[src/rtl/conv_pkg.sv]
`default_nettype none
// ============================================================================
// Module : conv_pkg
// Brief  : Shared FSM state encoding and counter-width helpers for the
//          convolution window controller and its line-buffer datapath.
// Rev    : 1.0  initial release
// ============================================================================
package conv_pkg;

  // Frame sequencing states.
  typedef enum logic [1:0] {
    ST_IDLE = 2'd0,
    ST_RUN  = 2'd1,
    ST_DONE = 2'd2
  } state_e;

  // Default image geometry, shared with the line-buffer datapath.
  localparam int unsigned DEF_IMG_W = 8;
  localparam int unsigned DEF_IMG_H = 8;
  localparam int unsigned DEF_K     = 3;

  // Counter width for a range of n values; a 1-entry range still needs 1 bit.
  function automatic int unsigned cnt_w(input int unsigned n);
    return (n > 1) ? $clog2(n) : 1;
  endfunction

endpackage
`default_nettype wire

[src/rtl/conv_pos_counter.sv]
`default_nettype none
// ============================================================================
// Module : conv_pos_counter
// Brief  : Raster-order column/row position counter. Column wraps at the
//          end of a line and bumps the row; last flags the final pixel.
// Rev    : 1.0  initial release
// ============================================================================
module conv_pos_counter
  import conv_pkg::*;
#(
  parameter int unsigned IMG_W = DEF_IMG_W,
  parameter int unsigned IMG_H = DEF_IMG_H
) (
  input  logic                      clk,
  input  logic                      rst,
  input  logic                      inc,
  input  logic                      clr,
  output logic [cnt_w(IMG_W)-1:0]   col,
  output logic [cnt_w(IMG_H)-1:0]   row,
  output logic                      last
);

  localparam int unsigned CW = cnt_w(IMG_W);
  localparam int unsigned RW = cnt_w(IMG_H);
  localparam logic [CW-1:0] COL_MAX = CW'(IMG_W - 1);
  localparam logic [RW-1:0] ROW_MAX = RW'(IMG_H - 1);

  logic [CW-1:0] col_q, col_d;
  logic [RW-1:0] row_q, row_d;

  // Position registers; clr wins over inc so a restart always begins at (0,0).
  always_ff @(posedge clk or posedge rst) begin
    if (rst) begin
      col_q <= '0;
      row_q <= '0;
    end else begin
      col_q <= col_d;
      row_q <= row_d;
    end
  end

  // Next position: column wraps at line end, row wraps after the last line.
  always_comb begin
    col_d = col_q;
    row_d = row_q;
    if (clr) begin
      col_d = '0;
      row_d = '0;
    end else if (inc) begin
      if (col_q == COL_MAX) begin
        col_d = '0;
        row_d = (row_q == ROW_MAX) ? '0 : row_q + 1'b1;
      end else begin
        col_d = col_q + 1'b1;
      end
    end
  end

  assign col  = col_q;
  assign row  = row_q;
  assign last = (col_q == COL_MAX) && (row_q == ROW_MAX);

endmodule
`default_nettype wire

[src/rtl/conv_window_ctrl.sv]
`default_nettype none
// ============================================================================
// Module : conv_window_ctrl
// Brief  : Sequencer for a KxK sliding-window convolution front end. Accepts
//          pixels in raster order, drives the line-buffer shift enable and
//          flags when a complete window sits in the datapath for the MAC.
// Rev    : 1.0  initial release
// ============================================================================
module conv_window_ctrl
  import conv_pkg::*;
#(
  parameter int unsigned IMG_W = DEF_IMG_W,
  parameter int unsigned IMG_H = DEF_IMG_H,
  parameter int unsigned K     = DEF_K
) (
  input  logic                      clk,
  input  logic                      rst,
  input  logic                      start,
  input  logic                      abort,
  input  logic                      in_valid,
  output logic                      in_ready,
  output logic                      sh_ce,
  input  logic                      out_ready,
  output logic                      win_valid,
  output logic [cnt_w(IMG_W)-1:0]   win_col,
  output logic [cnt_w(IMG_H)-1:0]   win_row,
  output logic                      busy,
  output logic                      frame_done
);

  localparam int unsigned CW = cnt_w(IMG_W);
  localparam int unsigned RW = cnt_w(IMG_H);
  // First column/row at which the window is fully populated.
  localparam logic [CW-1:0] COL_FIRST = CW'(K - 1);
  localparam logic [RW-1:0] ROW_FIRST = RW'(K - 1);

  state_e        state_q, state_d;
  logic          win_valid_q, win_valid_d;
  logic [CW-1:0] win_col_q, win_col_d;
  logic [RW-1:0] win_row_q, win_row_d;
  logic          frame_done_q, frame_done_d;

  logic          accept;
  logic          win_load;
  logic          pos_clr;
  logic [CW-1:0] col;
  logic [RW-1:0] row;
  logic          last;

  // Raster position of the next pixel to be accepted.
  conv_pos_counter #(
    .IMG_W (IMG_W),
    .IMG_H (IMG_H)
  ) u_pos (
    .clk  (clk),
    .rst  (rst),
    .inc  (accept),
    .clr  (pos_clr),
    .col  (col),
    .row  (row),
    .last (last)
  );

  // A pixel may enter only while running and the window slot is free or draining.
  assign in_ready = (state_q == ST_RUN) && (!win_valid_q || out_ready);
  // Abort suppresses the accept so the datapath never shifts a cancelled pixel.
  assign accept   = in_valid && in_ready && !abort;
  assign sh_ce    = accept;
  assign win_load = accept && (col >= COL_FIRST) && (row >= ROW_FIRST);
  assign pos_clr  = abort || ((state_q == ST_IDLE) && start);

  // State, window and end-of-frame registers.
  always_ff @(posedge clk or posedge rst) begin
    if (rst) begin
      state_q      <= ST_IDLE;
      win_valid_q  <= 1'b0;
      win_col_q    <= '0;
      win_row_q    <= '0;
      frame_done_q <= 1'b0;
    end else begin
      state_q      <= state_d;
      win_valid_q  <= win_valid_d;
      win_col_q    <= win_col_d;
      win_row_q    <= win_row_d;
      frame_done_q <= frame_done_d;
    end
  end

  // Frame sequencing; abort overrides every other event.
  always_comb begin
    state_d      = state_q;
    frame_done_d = 1'b0;
    if (abort) begin
      state_d = ST_IDLE;
    end else begin
      unique case (state_q)
        ST_IDLE: if (start) state_d = ST_RUN;
        ST_RUN:  if (accept && last) state_d = ST_DONE;
        ST_DONE: begin
          // Leave only once the final window has been taken downstream.
          if (!win_valid_q || out_ready) begin
            state_d      = ST_IDLE;
            frame_done_d = 1'b1;
          end
        end
        default: state_d = ST_IDLE;
      endcase
    end
  end

  // Window handshake: a new complete window reloads, a consumed one clears.
  always_comb begin
    win_valid_d = win_valid_q;
    win_col_d   = win_col_q;
    win_row_d   = win_row_q;
    if (abort) begin
      win_valid_d = 1'b0;
    end else if (win_load) begin
      win_valid_d = 1'b1;
      win_col_d   = col;
      win_row_d   = row;
    end else if (out_ready) begin
      win_valid_d = 1'b0;
    end
  end

  assign win_valid  = win_valid_q;
  assign win_col    = win_col_q;
  assign win_row    = win_row_q;
  assign busy       = (state_q != ST_IDLE);
  assign frame_done = frame_done_q;

endmodule
`default_nettype wire

[config.mk]
export PLATFORM = sky130hd
export DESIGN_NAME = conv_window_ctrl
export DESIGN_NICKNAME = d
export VERILOG_FILES = /design/src/rtl/conv_pkg.sv /design/src/rtl/conv_pos_counter.sv /design/src/rtl/conv_window_ctrl.sv
export SDC_FILE = /design/constraint.sdc
export NUM_CORES = 1
export LEC_CHECK = 0
export ABC_AREA = 1
export CORE_MARGIN = 2
export CORE_UTILIZATION = 49
export CTS_CLUSTER_SIZE = 40
export DETAILED_ROUTE_END_ITERATION = 10
export PLACE_DENSITY = 0.76
export RECOVER_POWER = 50
export SLEW_MARGIN = 10
export SYNTH_ARGS = -nofsm -noshare
export SYNTH_HDL_FRONTEND = slang
export SYNTH_SLANG_ARGS = --single-unit
[constraint.sdc]
create_clock -name clk -period 1.82 [get_ports clk]
set_input_delay 0.182 -clock clk [delete_from_list [all_inputs] [get_ports clk]]
set_output_delay 0.182 -clock clk [all_outputs]
set_load 0.005 [all_outputs]
Yosys cells after proc, flatten, opt, wreduce, memory -nomap -nowiden --
Cells that the tools add are included.
Storage, ports and cells: register bits after elaboration 16, output and inout port bits 11
Operators by class: add/subtract/negate cells 2, $lt $le $gt $ge 2, eq/ne operators 7, muxes and demuxes 18, bitwise logic cells 1, reductions and logical operators 20
Operator list (number):
- $mux 3 | 7
- $logic_and 1x1->1 | 8
- $mux 2 | 4
- $add 3x1->3 const B | 2
- $eq 3x3->1 const B | 2
- $ge 3x2->1 const B | 2
- $mux 1 | 6
- $ne 3x3->1 const B | 2
- $pmux 2 s3 | 1
- $reduce_bool 2->1 | 3
- $reduce_and 2->1 | 2
- $ne 3x2->1 const B | 1
- $reduce_and 3->1 | 1
- $reduce_bool 3->1 | 1
- $eq 2x1->1 const B | 1
- $eq 2x2->1 const B | 1
- $logic_not 1->1 | 2
- $logic_not 2->1 | 1
- $logic_or 1x1->1 | 2
- $not 1->1 | 1

Logic depth before layout (Yosys ltp) --
Gate-level depths: netlist (run 1).
word-level depth 9, mapped depth 8, mapped depth without buffers 8

Modules after synthesis --
A second synthesis (run 1) with hierarchy kept.
Second synthesis, totals: cells, all modules 100, area total of the unflattened synthesis 834.6 um^2
Modules (own cells, without submodules):
- conv_window_ctrl | times used 1, cells each 59, area an instance 505.5 um^2
- conv_pos_counter | times used 1, cells each 41, area an instance 329.1 um^2

Least setup slack after synthesis (run 1) --
OpenSTA, ideal clock, no wires.
kind reg-to-reg, start point register u_pos.col_q[0], in the netlist u_pos.col[0], end point register state_q[0], library setup time 118 ps, data arrival time 1140 ps, required time 1702 ps, setup slack 562 ps, cell stages (with the launch flop) 9, buffers on the path 0, clock period less this slack 1258 ps, path through dfrtp_1 ha_1 ha_1 nand2_1 inv_1 nand3_1 nand2_1 nand4_1 nand2_1
On the way: longest elaborated chain between the ends 5
RTL lines:
- start, declared | RTL line conv_pos_counter.sv:28 | logic [CW-1:0] col_q, col_d;
- start signal, assigned | RTL line conv_pos_counter.sv:37 | col_q <= col_d;
- $eq 3x3->1 | RTL line conv_pos_counter.sv:61 | assign last = (col_q == COL_MAX) && (row_q == ROW_MAX);
- $logic_and 1x1->1 | RTL line conv_pos_counter.sv:61
- $logic_and 1x1->1 | RTL line conv_window_ctrl.sv:98 | ST_RUN: if (accept && last) state_d = ST_DONE;
- $ne 3x2->1 (no line)
- $reduce_and 3->1 (no line)
- end signal, assigned | RTL line conv_window_ctrl.sv:81 | state_q <= state_d;
- end, declared | RTL line conv_window_ctrl.sv:37 | state_e state_q, state_d;
No other way between the ends. A chain may end at the register's enable or synchronous reset.

Final worst setup path (run 1) --
start point register state_q[0], end point output port busy
On the way: longest elaborated chain between the ends 1
RTL lines:
- $reduce_bool 2->1 | RTL line conv_window_ctrl.sv:130 | assign busy = (state_q != ST_IDLE);
- end, declared | RTL line conv_window_ctrl.sv:27 | output logic busy,
No other way between the ends.

==> results of run 1 <==
[registers in the layout (all words and copies together), names as in the netlist]
signal and count:
u_pos.col 3, win_col 3, u_pos.row 3, state_q 2, win_row 3, win_valid 1
frame_done 1
[layout make-up]
type,instances,area share
sequential,16,0.378
multi-input combinational,76,0.377
timing repair buffer,18,0.165
inverter,11,0.0390
clock buffer,3,0.0213
tap,17,0.0201
[power by group through the flow]
| stage | clock network, W | registers (W) | logic, W |
|---|---|---|---|
| after floorplan | 0 | 0.000371 | 0.0000478 |
| after global placement | 0 | 0.000372 | 0.0000833 |
| after detailed placement | 0 | 0.000372 | 0.0000854 |
| after CTS | 0.000187 | 0.000365 | 0.0000854 |
| after global routing | 0.000197 | 0.000366 | 0.0000927 |
| final | 0.000185 | 0.000365 | 0.0000849 |
[worst register-to-register path, cell delays in order, from the launching register on]
cell,delay (ns)
dfrtp_1,0.43
ha_1,0.22
ha_1,0.25
nand2_1,0.11
inv_1,0.04
nand3_1,0.06
nand2_1,0.07
nand4_1,0.08
nand2_1,0.05
[worst max-delay path by stage]
stage,startpoint,to,slack (ns),cells past startpoint
final,state_q[0]$_DFFE_PP0P_,busy,0.09,3
after global placement,out_ready,sh_ce,0.16,6
after floorplan,u_pos.col[0]$_DFFE_PP0P_,state_q[0]$_DFFE_PP0P_,0.56,8
after detailed placement,out_ready,sh_ce,0.16,6
after CTS,state_q[0]$_DFFE_PP0P_,busy,0.1,3
after global routing,win_valid$_DFFE_PP0P_,sh_ce,0.03,4
[layer usage]
metal | part of all wire | routed length, um
met5 | 0 | 0
met2 | 0.46 | 748
met1 | 0.47 | 762
met4 | 0.019 | 31
met3 | 0.049 | 80
[placed cells by master, fill, tap and decap left out, drive strengths merged]
cell            n
a21oi           2
buf             2
clkbuf          3
clkdlybuf4s50  13
dfrtp          16
dlygate4sd3     3
ha              5
inv            11
nand2          37
nand3           8
nand4           8
nor2           11
nor4            1
o21ai           3
or2             1
[metrics by stage]
| step | setup WS [ns] | instances | cell area (um2) | hold WS [ns] | utilization |
|---|---|---|---|---|---|
| floorplan | 0.562 | 104 | 852 | 0.0957 | - |
| global placement | 0.161 | 138 | 1040 | 0.454 | 0.614 |
| detailed placement | 0.159 | 138 | 1040 | 0.458 | 0.614 |
| CTS | 0.0993 | 141 | 1060 | 0.283 | 0.627 |
| global route | 0.0250 | 141 | 1060 | 0.472 | 0.627 |
| finish | 0.0866 | 141 | 1060 | 0.390 | 0.627 |
[logic make-up (layout without fill, tap and decap cells)]
| kind of cell | Yosys count | after routing | synth area share |
|---|---|---|---|
| AOI/OAI and AO/OA | 5 | 5 | 0.0426 |
| buffers and inverters | 12 | 32 | 0.0617 |
| adders and majority gates | 5 | 5 | 0.0734 |
| and+or+nand+nor | 66 | 66 | 0.352 |
| DFF | 16 | 16 | 0.470 |
==> impl_results.md, run 1 <==
* Clock buffer depth at 2
* Total iterations of the first detailed-routing run at 4
* Slew headroom at 0.603
* Critical Path RT at 1.64 ns
* First-pass GRT wire length at ~2800 um
* TritonCTS buffer count at 3
* Count leader, synth: nand2_1
* Syn Inst Count at 104
* Crit path buffers/inverters at 2
* Max-slew violations at 0
* Status: complete, no violations
* Die width at 45.7 um
* Slew @ Worst Pin at 0.595 ns
* Post-CTS Hold Buffers at 0
* Worst Setup Path Type: register to output port
* Family with the most delay on the worst path: buffers and inverters
* Worst Skew at 0.00450 ns
* Startpoint type of the worst setup path: register
* Vias at 783
* Total power at 0.000635 W
* Max stage delay on crit path at 0.45 ns
* Yosys warns at 0
* CP arrival at between 1.5 and 2 ns
* CP cell instances: nor2_1 -> inv_1 -> clkdlybuf4s50_1
* Routability congestion estimate at 0.911
* Root buffer cell: clkbuf_4
* CTS sink cnt at 16
* Vias in the first global route at between 600 and 700
* CTS tree: yes
* Initial core utilization at 0.504
* # rows at 15
* Buffers on Ports at 16
* Async SR Flop Fraction at 1.00
* DIE HEIGHT at approximately 46 um
* GR Layer Usage met3 at 0.0397
* Sequential fraction of the synthesis area at 0.470
* DR iter-0 viols at 23
* ANT nets after route at 0
* Die area at around 2100 um2
* ANT cells at 0
* Routed WL at approximately 1600 um
* WL/cell at approximately 12 um
* # Post-CTS Setup Buffers at 0
* Synth Register Bits at 16
* Max VDD drop at 0.392 mV
* Fin nets at about 140
* Pwr Density at 599 nW/um2
* Final-report hold violation count at 0
* Layout Area Growth over Synthesis at 24.4%
* RSZ-0062 raised after global routing: no
* Main synth FF type: dfrtp_1
* Syn avg cell area at 8.19 um2
* GR Util All Layers at 0.182
* Clk slew on worst S/H paths at 0.09 ns
* Gr ovfl total at 0
* Clock latency on the worst-skew pair at 0.28 ns
* Core Region at about 1700 um2
* Ports at 17
* Switch Pwr at about 0.00016 W
* Clk pwr share at 0.292
* Grt met1 use at 0.223
* Slowest cell on the critical path: clkdlybuf4s50_1
* CP endpoint kind: output port
* Commonest cells in the netlist: nand2_1 (37), dfrtp_1 (16), inv_1 (10), nor2_1 (10), nand4_1 (8)
* Crit path max fanout at 5
* Comb pwr share at 0.134
* Maxcap violations at 0
* Hold Path Class: primary input to asynchronous set/reset pin
* Post-Syn Nets at 115
* Share of cells above drive strength 1 at 0.0887
* Worst R2R Start: u_pos.col[0]$_DFFE_PP0P_
* Post-CTS sizing at 0
* Area of the multi-input gates at ~400 um2
* Initial antenna violation count at 0
* Top cells by area, synth: dfrtp_1 (47%), nand2_1 (16%), ha_1 (7.3%)
* HPWL Detailed at 1230 um
* # DRC at 0
* Global route hottest layer: met2
* Sequential share of power at 0.575
* Final setup vio count at 0
* H-tree depth at 1
* LEAKAGE at 0.582 nW
* Switching part of the total at 0.254
* Total negative slack at 0 ns
* Pin count of the biggest net entering global routing at 17
* Final clock period utilization by the worst path at 0.952
* Max Freq at ~580 MHz
* Synth area leader: dfrtp_1
* Int Power at about 0.00047 W
* Layout fillers at roughly 150
* M2 GR Usage at 0.299
* EDFF count, synth at 0
* FF-to-FF setup slack at 0.41 ns
* DR vias/cell at about 5.6
* Synth unique cells at 16
* Final min period at 1.73 ns
* RR Endpoint: state_q[0]$_DFFE_PP0P_
* Synth top area share at 0.470
* R2R cell count at 8
* Netlist Area Pre-Place at 852 um2
* Register area at around 400 um2
(Power assumes the default switching activity.)
==> run 2, diff against run 1 <==
- CAP_MARGIN: unset -> 20
- CTS_CLUSTER_DIAMETER: unset -> 30
==> results of run 2 <==
The final DEF is identical to that of run 1; final timing and power are the same.
==> run 3, diff against run 2 <==
- clock period: 1.82 -> 1.9 ns (I/O delays scaled with it)
==> run 3 against run 2 <==
  * Final cell count unchanged
  * Clock skew is 0.00054 ns higher
  * Critical endpoint unchanged
  * Sequential power is 4% lower
  * Combinational power shrank 5.2%
  * Die area unchanged
  * Power shrank 4.3%
  * Count of clock-buffer cells in the layout unchanged
  * Critical path depth is the same
  * Clock power decreased by 4%
  * Design area shrank 0.35%
  * Worst setup slack gained 0.066 ns
  * Register-to-register slack got worse by 0.22 ns
==> impl_results.md, run 3 (synthesis gave the netlist of run 1 again) <==
* # Post-CTS Setup Buffers at 0 (unchanged)
* Gr ovfl total at 0 (unchanged)
* Max VDD drop at 0.376 mV (was 0.392 mV)
* Share of cells above drive strength 1 at 0.0806 (was 0.0887)
* Critical Path RT at 1.71 ns (was 1.64 ns)
* Clk slew on worst S/H paths at 0.09 ns (about the same)
* Hold Path Class: primary input to asynchronous set/reset pin (unchanged)
* Core Region at 1690 um2 (unchanged)
* Total power at 0.000608 W (was 0.000635 W)
* Most common cell after layout, fill and taps aside: nand2_1 (unchanged)
* Pwr Density at 575 nW/um2 (was 599 nW/um2)
* Most frequent cells in the layout: nand2_1 (37), dfrtp_1 (16), clkdlybuf4s50_1 (13), inv_1 (10), nor2_1 (10) (unchanged)
* CP arrival at 1.56 ns (was 1.55 ns)
* ANT cells at 0 (unchanged)
* Layout Area Growth over Synthesis at 23.9% (was 24.4%)
* Post-CTS Hold Buffers at 0 (unchanged)
* Slew headroom at 0.604 (was 0.603)
* Vias at 777 (was 783)
* Total iterations of the first detailed-routing run at 4 (unchanged)
* DIE HEIGHT at 45.7 um (unchanged)
* Ports at 17 (unchanged)
* CTS tree: yes (unchanged)
* Worst Skew at 0.00504 ns (was 0.00450 ns)
* Total negative slack at 0 ns (unchanged)
* DR vias/cell at 5.51 (was 5.55)
* CP endpoint kind: output port (unchanged)
* # rows at 15 (unchanged)
* Max-slew violations at 0 (unchanged)
* Clock buffer depth at 2 (unchanged)
* LEAKAGE at 0.578 nW (was 0.582 nW)
* FF-to-FF setup slack at 0.19 ns (was 0.41 ns)
* Switch Pwr at 0.000155 W (was 0.000161 W)
* Die width at 45.7 um (unchanged)
* HPWL Detailed at 1230 um (unchanged)
* DR iter-0 viols at 24 (was 23)
* Dpl ws at 0.223 ns (was 0.159 ns)
* ANT nets after route at 0 (unchanged)
* Worst Setup Path Type: register to output port (unchanged)
* Area of the multi-input gates at 399 um2 (unchanged)
* Crit path max fanout at 5 (unchanged)
* TritonCTS buffer count at 3 (unchanged)
* Final setup vio count at 0 (unchanged)
* Clk pwr share at 0.292 (about the same)
* RSZ-0062 raised after global routing: no (unchanged)
* Final min period at 1.75 ns
* Sequential share of power at 0.576 (was 0.575)
* Max Freq at 572 MHz
* Routed WL at 1640 um (was 1620 um)
* Layout fillers at 151 (unchanged)
* Initial antenna violation count at 0 (unchanged)
* Worst setup margin at 0.153 ns (was 0.0866 ns)
* Final clock period utilization by the worst path at 0.920
* Slew @ Worst Pin at 0.593 ns (was 0.595 ns)
* WL/cell at 11.6 um (was 11.5 um)
* Vias in the first global route at 655 (unchanged)
* Fin nets at 137 (unchanged)
* Root buffer cell: clkbuf_4 (unchanged)
* Routability congestion estimate at 0.911 (unchanged)
* Switching part of the total at 0.254 (about the same)
* Maxcap violations at 0 (unchanged)
* Buffers on Ports at 16 (unchanged)
* Startpoint type of the worst setup path: register (unchanged)
* Clock latency on the worst-skew pair at 0.28 ns (about the same)
* Initial core utilization at 0.504 (unchanged)
* Register area at 400 um2 (unchanged)
* Pin count of the biggest net entering global routing at 17 (unchanged)
* CTS sink cnt at 16 (unchanged)
* Final-report hold violation count at 0 (unchanged)
* # DRC at 0 (unchanged)
* Post-CTS sizing at 0 (unchanged)
* First-pass GRT wire length at 2770 um (unchanged)
* Int Power at 0.000453 W (was 0.000474 W)
* Status: complete, no violations (unchanged)
* Comb pwr share at 0.132 (was 0.134)
* H-tree depth at 1 (unchanged)
* Die area at 2090 um2 (unchanged)
* GR Util All Layers at 0.182 (unchanged)
-- run 3: power groups by stage --
stage | clock network, W | registers (W) | logic (W)
floorplan | 0 | 0.000355 | 0.0000458
global placement | 0 | 0.000356 | 0.0000798
detailed placement | 0 | 0.000356 | 0.0000818
CTS | 0.000179 | 0.000349 | 0.0000818
global route | 0.000189 | 0.000351 | 0.0000880
finish | 0.000177 | 0.000350 | 0.0000805
-- run 3: worst paths after layout --
check,start,endpoint,depth (start not counted)
worst max-delay path,state_q[0]$_DFFE_PP0P_,busy,3
worst min-delay path,rst,frame_done$_DFF_PP0_,2
worst max register to register,state_q[1]$_DFFE_PP0P_,win_col[2]$_DFFE_PP0P_,7
worst min register to register,win_row[1]$_DFFE_PP0P_,win_row[1]$_DFFE_PP0P_,2
max in group asynchronous,rst,u_pos.col[1]$_DFFE_PP0P_,2
min in group clk,win_row[1]$_DFFE_PP0P_,win_row[1]$_DFFE_PP0P_,2
-- run 3: routing by layer --
layer  GRT usage  vias up  wire, um
met1       0.223      365       786
met3      0.0397        5        82
met5           0        -         0
met4      0.0914        0        31
met2       0.299       26       740
li1            -      381         -
-- run 3: per-stage QoR --
| stage | std cells | utilization | instance area [um2] | hold WS, ns |
|---|---|---|---|---|
| 2_1_floorplan | 104 | - | 852 | 0.104 |
| 3_3_place_gp | 138 | 0.614 | 1040 | 0.454 |
| 3_5_place_dp | 138 | 0.614 | 1040 | 0.458 |
| 4_1_cts | 141 | 0.627 | 1060 | 0.291 |
| 5_1_grt | 141 | 0.625 | 1060 | 0.480 |
| 6_report | 141 | 0.625 | 1060 | 0.397 |
-- run 3: layout make-up --
type,instances,area share
clock buffer,3,0.0213
tap,17,0.0201
multi-input combinational,76,0.378
sequential,16,0.379
timing repair buffer,18,0.162
inverter,11,0.0391
-- run 3: worst max-delay path: stages, from the launching register on --
cell and delay, ns:
dfrtp_1 0.44, nor2_1 0.28, inv_1 0.10, clkdlybuf4s50_1 0.45
